===== config.mk =====
export PLATFORM = sky130hd
export DESIGN_NAME = reg_write_arbiter
export DESIGN_NICKNAME = d
export VERILOG_FILES = /design/src/rtl/reg_write_arbiter_pkg.sv /design/src/rtl/reg_write_arbiter_rr_pick.sv /design/src/rtl/reg_write_arbiter.sv
export SDC_FILE = /design/constraint.sdc
export NUM_CORES = 1
export LEC_CHECK = 0
export CAP_MARGIN = 25
export CORE_ASPECT_RATIO = 0.8
export CORE_MARGIN = 8
export CORE_UTILIZATION = 48
export DETAILED_ROUTE_END_ITERATION = 7
export MAX_ROUTING_LAYER = met4
export PLACE_DENSITY = 0.94
export RECOVER_POWER = 100
export SLEW_MARGIN = 20
export SYNTH_ARGS = -nofsm -noshare
export SYNTH_HDL_FRONTEND = slang
export SYNTH_HIERARCHICAL = 1
export SYNTH_SLANG_ARGS = --single-unit

===== constraint.sdc =====
create_clock -name clk -period 4.2 [get_ports clk]
set_clock_uncertainty 0.05 [all_clocks]
set_input_delay 0.84 -clock clk [delete_from_list [all_inputs] [get_ports clk]]
set_output_delay 0.84 -clock clk [all_outputs]
set_load 0.02 [all_outputs]

===== src/rtl/reg_write_arbiter_pkg.sv =====
// Shared definitions for the register write arbiter: state encoding and
// default sizing.
package reg_write_arbiter_pkg;

    typedef logic [1:0] state_t;

    localparam state_t ST_IDLE   = 2'd0;
    localparam state_t ST_WRITE  = 2'd1;
    localparam state_t ST_VERIFY = 2'd2;
    localparam state_t ST_DONE   = 2'd3;

    localparam int DEF_NREQ      = 4;
    localparam int DEF_WIDTH     = 4;
    localparam int DEF_MAX_RETRY = 2;

endpackage


===== src/rtl/reg_write_arbiter_rr_pick.sv =====
// Round-robin picker: finds the first asserted request at or after rr_ptr,
// wrapping from NREQ-1 back to 0. Purely combinational.
module reg_write_arbiter_rr_pick #(
    parameter  int NREQ = 4,
    localparam int IW   = $clog2(NREQ)
) (
    input  logic [NREQ-1:0] req,
    input  logic [IW-1:0]   rr_ptr,
    output logic            found,
    output logic [IW-1:0]   idx
);

    logic [IW-1:0] cand [NREQ];
    logic [NREQ-1:0] hit;

    // Candidate index for each offset from the pointer, reduced modulo NREQ
    generate
        for (genvar gi = 0; gi < NREQ; gi++) begin : g_cand
            logic [IW:0] sum;
            assign sum         = {1'b0, rr_ptr} + (IW+1)'(gi);
            assign cand[gi]    = (sum >= (IW+1)'(NREQ)) ? (IW)'(sum - (IW+1)'(NREQ))
                                                        : sum[IW-1:0];
            assign hit[gi]     = req[cand[gi]];
        end
    endgenerate

    // Lowest offset with a pending request wins
    always_comb begin
        found = 1'b0;
        idx   = '0;
        for (int i = NREQ - 1; i >= 0; i--) begin
            if (hit[i]) begin
                found = 1'b1;
                idx   = cand[i];
            end
        end
    end

endmodule


===== src/rtl/reg_write_arbiter.sv =====
// Arbitrates write access to one shared enable-loaded register among NREQ
// requesters. Each granted write is read back the cycle after it is
// issued and retried up to MAX_RETRY extra times before reporting failure.
module reg_write_arbiter
    import reg_write_arbiter_pkg::*;
#(
    parameter  int NREQ      = DEF_NREQ,
    parameter  int WIDTH     = DEF_WIDTH,
    parameter  int MAX_RETRY = DEF_MAX_RETRY,
    localparam int IW        = $clog2(NREQ)
) (
    input  logic                    clk,
    input  logic                    rst,
    input  logic [NREQ-1:0]         req,
    input  logic [NREQ*WIDTH-1:0]   wdata,
    output logic [NREQ-1:0]         ack,
    output logic                    err,
    output logic                    reg_en,
    output logic [WIDTH-1:0]        reg_din,
    input  logic [WIDTH-1:0]        reg_qout,
    output logic [IW-1:0]           owner,
    output logic                    busy
);

    // Counter wide enough to hold MAX_RETRY, including the MAX_RETRY=0 case
    localparam int RW = $clog2(MAX_RETRY + 2);

    state_t            state_reg;
    logic [IW-1:0]     rr_ptr_reg;
    logic [IW-1:0]     owner_reg;
    logic [RW-1:0]     retry_cnt_reg;
    logic [WIDTH-1:0]  data_reg;
    logic [NREQ-1:0]   ack_reg;
    logic              err_reg;
    logic              reg_en_reg;
    logic [WIDTH-1:0]  reg_din_reg;

    logic              pick_found;
    logic [IW-1:0]     pick_idx;
    logic [WIDTH-1:0]  wslice [NREQ];

    // Unpack the flattened write data into per-requester slices
    generate
        for (genvar gi = 0; gi < NREQ; gi++) begin : g_slice
            assign wslice[gi] = wdata[gi*WIDTH +: WIDTH];
        end
    endgenerate

    reg_write_arbiter_rr_pick #(
        .NREQ (NREQ)
    ) u_rr_pick (
        .req    (req),
        .rr_ptr (rr_ptr_reg),
        .found  (pick_found),
        .idx    (pick_idx)
    );

    // FSM with registered outputs; reg_en/ack/err are one-cycle pulses
    // decoded from the state being entered.
    always_ff @(posedge clk) begin
        if (!rst) begin
            state_reg     <= ST_IDLE;
            rr_ptr_reg    <= '0;
            owner_reg     <= '0;
            retry_cnt_reg <= '0;
            data_reg      <= '0;
            ack_reg       <= '0;
            err_reg       <= 1'b0;
            reg_en_reg    <= 1'b0;
            reg_din_reg   <= '0;
        end else begin
            ack_reg    <= '0;
            err_reg    <= 1'b0;
            reg_en_reg <= 1'b0;
            case (state_reg)
                ST_IDLE: begin
                    if (pick_found) begin
                        owner_reg     <= pick_idx;
                        data_reg      <= wslice[pick_idx];
                        retry_cnt_reg <= '0;
                        reg_en_reg    <= 1'b1;
                        reg_din_reg   <= wslice[pick_idx];
                        state_reg     <= ST_WRITE;
                    end
                end
                ST_WRITE: begin
                    state_reg <= ST_VERIFY;
                end
                ST_VERIFY: begin
                    if (reg_qout == data_reg) begin
                        ack_reg   <= (NREQ)'(1) << owner_reg;
                        state_reg <= ST_DONE;
                    end else if (retry_cnt_reg < (RW)'(MAX_RETRY)) begin
                        retry_cnt_reg <= retry_cnt_reg + (RW)'(1);
                        reg_en_reg    <= 1'b1;
                        reg_din_reg   <= data_reg;
                        state_reg     <= ST_WRITE;
                    end else begin
                        ack_reg   <= (NREQ)'(1) << owner_reg;
                        err_reg   <= 1'b1;
                        state_reg <= ST_DONE;
                    end
                end
                ST_DONE: begin
                    rr_ptr_reg <= (owner_reg == (IW)'(NREQ - 1)) ? '0
                                                                 : owner_reg + (IW)'(1);
                    state_reg  <= ST_IDLE;
                end
                default: begin
                    state_reg <= ST_IDLE;
                end
            endcase
        end
    end

    assign ack     = ack_reg;
    assign err     = err_reg;
    assign reg_en  = reg_en_reg;
    assign reg_din = reg_din_reg;
    assign owner   = owner_reg;
    assign busy    = (state_reg != ST_IDLE);

endmodule


==> implementation parameters <==
Parameter                              Value

Worst setup path
  Worst Path Required ... 4360 ps
  Startpoint of the most critical setup path ... req[3]
  Count of cells along the worst register-to-register path ... 6
  Maximum fanout along the worst path ... 5
  Reg-to-reg startpoint ... rr_ptr_reg[1]
  Critical path launch point type ... input pin
  RR Endpoint ... reg_din[0]
  Reg2reg setup slack ... 1780 ps
  Kind of end point of the critical path ... register
  WS Path Type ... input pin to register
  CP arrival ... 3190 ps

Power and ir drop
  Peak ir drop on the vdd network ... 0.157 mV
  Leak pwr ... between 0.6 and 0.7 nW
  Power density of the placed cells ... 327 nW/µm²
  Total power draw ... 0.516 mW

Routing
  Number of routed nets with antenna violations ... 0
  Iteration-0 DRC count of the detailed router ... 38
  DRC violation count after routing ... 0
  Via count of the routed design ... 1029
  Drt via density ... roughly 5.7
  Number of search-and-repair iterations in the first detailed-routing pass ... 4
  Sum of routed wire length over all layers ... 3050 µm
  Per-cell routed wire length ... between 15 and 20 µm

Clocking
  Library cell used as clock root buffer ... clkbuf_4
  Clock buffer count from CTS ... 3
  Clock insertion delay at the later pin of the skew report ... 310 ps
  Resize count post-CTS ... 0
  Longest Clk Path Bufs ... 2
  Htree depth ... 1
  TritonCTS clock tree ... built
  Clock sink count ... 22
  Number of setup buffers added after CTS ... 0
  Total of hold buffers inserted after clock tree synthesis ... 0
  Clock slew at reported path FFs ... 120 ps

STA
  Transition time at the pin with the least slew margin ... 801 ps
  Max-slew headroom at the worst pin ... 0.463
  Final Max Slew Viols ... 0
  Period minus WS final ... 3040 ps
  Count of final setup violators ... 0
  Final setup TNS ... 0 ps
  Unrepaired setup endpoints after global routing ... no
  Period utilisation layout ... 0.724
  Worst hold slack after final layout ... 425 ps
  Count of final hold-check violations ... 0
  Max Clock Freq ... about 330 MHz

Global route
  First-pass GRT wire length ... 4730 µm
  Largest net degree at the start of global routing ... 18
  Antenna violations before repair ... 0
  Combined global-route utilization of all metal layers ... 0.145
  Total grt overflow ... 0
  Vias in the first global route ... 1061

Floorplanning
  Area of the die ... 4250 µm²
  Horizontal extent of the die ... 70.9 µm
  Die height ... 59.9 µm
  Number of standard-cell rows in the floorplan ... 16
  Initial Util ... 0.490
  Ports placed on the boundary ... 39
  CORE AREA ... 2360 µm²

Cells and area
  Number of antenna cells inserted ... 0
  Area growth from synthesis to final layout ... 36.1%
  Final-stage net count ... between 150 and 200
  Most frequent cells in the layout ... dfxtp_1 (22), clkdlybuf4s50_1 (22), nand2_1 (18)
  Total non-filler cell area in the finished layout ... 1580 µm²
  Fraction of layout cells with a size suffix above 1 ... 0.0581

Run
  Number of violations of the max-capacitance limit ... 0

Outcome
  Result of the run ... complete, no violations

Logic synthesis
  Primary FF master, synth ... dfxtp_1
  Synthesized area per cell ... 9.82 µm²
  Syn_nets ... 148
  Fraction of synthesis flops using an asynchronous set or reset pin ... 0
  EDFF count, synth ... 0
  Count of cell types in the netlist ... 38
  Proportion of synthesized chip area in sequential cells ... 0.380
  Yosys synthesis warning count ... 6
  Number of instances in the synthesized netlist ... 118
  Area of the mapped netlist ... approximately 1200 µm²
  #FFs+latches synth ... 22

Hold path
  Worst min-delay path startpoint ... reg_din[0]
  Number of stages on the worst hold path ... 1
  Hold Path End ... reg_din[0]
  Type of the tightest min-delay check ... register to register

Placed design
  Number of I/O port buffers ... 38
  Final HPWL from detailed placement ... 2460 µm
  Cell area after placement ... 1540 µm²
  Final weighted congestion in routability-driven placement ... 0.765
-- how the worst max path moves through the flow --
stage               slack, ps    endpoint
floorplan                1970  reg_din[0]
global placement         1280  reg_din[0]
finish                   1160  reg_din[0]
global route             1090  reg_din[1]
detailed placement       1150  reg_din[0]
CTS                      1480  reg_din[0]
-- Yosys cell counts (2+ instances only) --
cell       number  area [µm²]
mux2i_1         5        50.1
a21oi_1         5        25.0
buf_6           2        22.5
ha_1            4        50.1
nand2_1        18        67.6
a21boi_1        2        15.0
nor2b_1         3        18.8
o2bb2ai_1       4        35.0
nand2b_1        3        18.8
nor3b_1         2        15.0
a21boi_0        6        45.0
nor2_1          6        22.5
and2_1          4        25.0
mux4_1          3        78.8
xnor2_1         4        35.0
inv_1           4        15.0
dfxtp_1        22         440
-- power breakdown --
group	internal (mW)	leakage, nW	total, mW	switching, mW
sequential	0.223	0.180	0.238	0.0150
clock	0.0965	0.0279	0.164	0.0673
combinational	0.0600	0.418	0.115	0.0545
-- critical path: stages --
cell           delay, ps
dlygate4sd3_1        600
mux2i_1              100
a211oi_1             700
mux4_1               690
mux2i_1              170
o2bb2ai_1             80
-- per-layer routing --
| layer | track usage | vias up | part of all wire |
|---|---|---|---|
| met5 | - | - | 0 |
| met3 | 0.0235 | 4 | 0.050 |
| met2 | 0.291 | 37 | 0.54 |
| li1 | - | 489 | - |
| met1 | 0.136 | 499 | 0.39 |
| met4 | 0.0619 | 0 | 0.017 |
-- final cells by class --
class	instances	area (µm²)
Multi-Input combinational cell	87	654
Clock inverter	1	30.0
Inverter	4	15.0
Fill cell	174	786
Timing Repair Buffer	38	380
Sequential cell	22	440
Clock buffer	3	22.5
Tap cell	27	33.8
-- cells by family after synthesis --
kind of cell / count (synthesis) / share of synthesized area
DFF: 22 / 0.380
xor gates and xnor gates: 4 / 0.0302
AOI/OAI and AO/OA: 22 / 0.149
buffers and inverters: 9 / 0.0443
and+or+nand+nor: 48 / 0.222
adders and majority gates: 4 / 0.0432
muxes: 9 / 0.131
-- stage by stage --
step	worst slack, ps	util	instances
after floorplan	1970	-	118
after global placement	1280	0.650	178
after detailed placement	1150	0.650	178
after CTS	1480	0.673	182
after global routing	1090	0.667	182
final	1160	0.667	182
No activity file was read; power rests on OpenSTA's default activity.
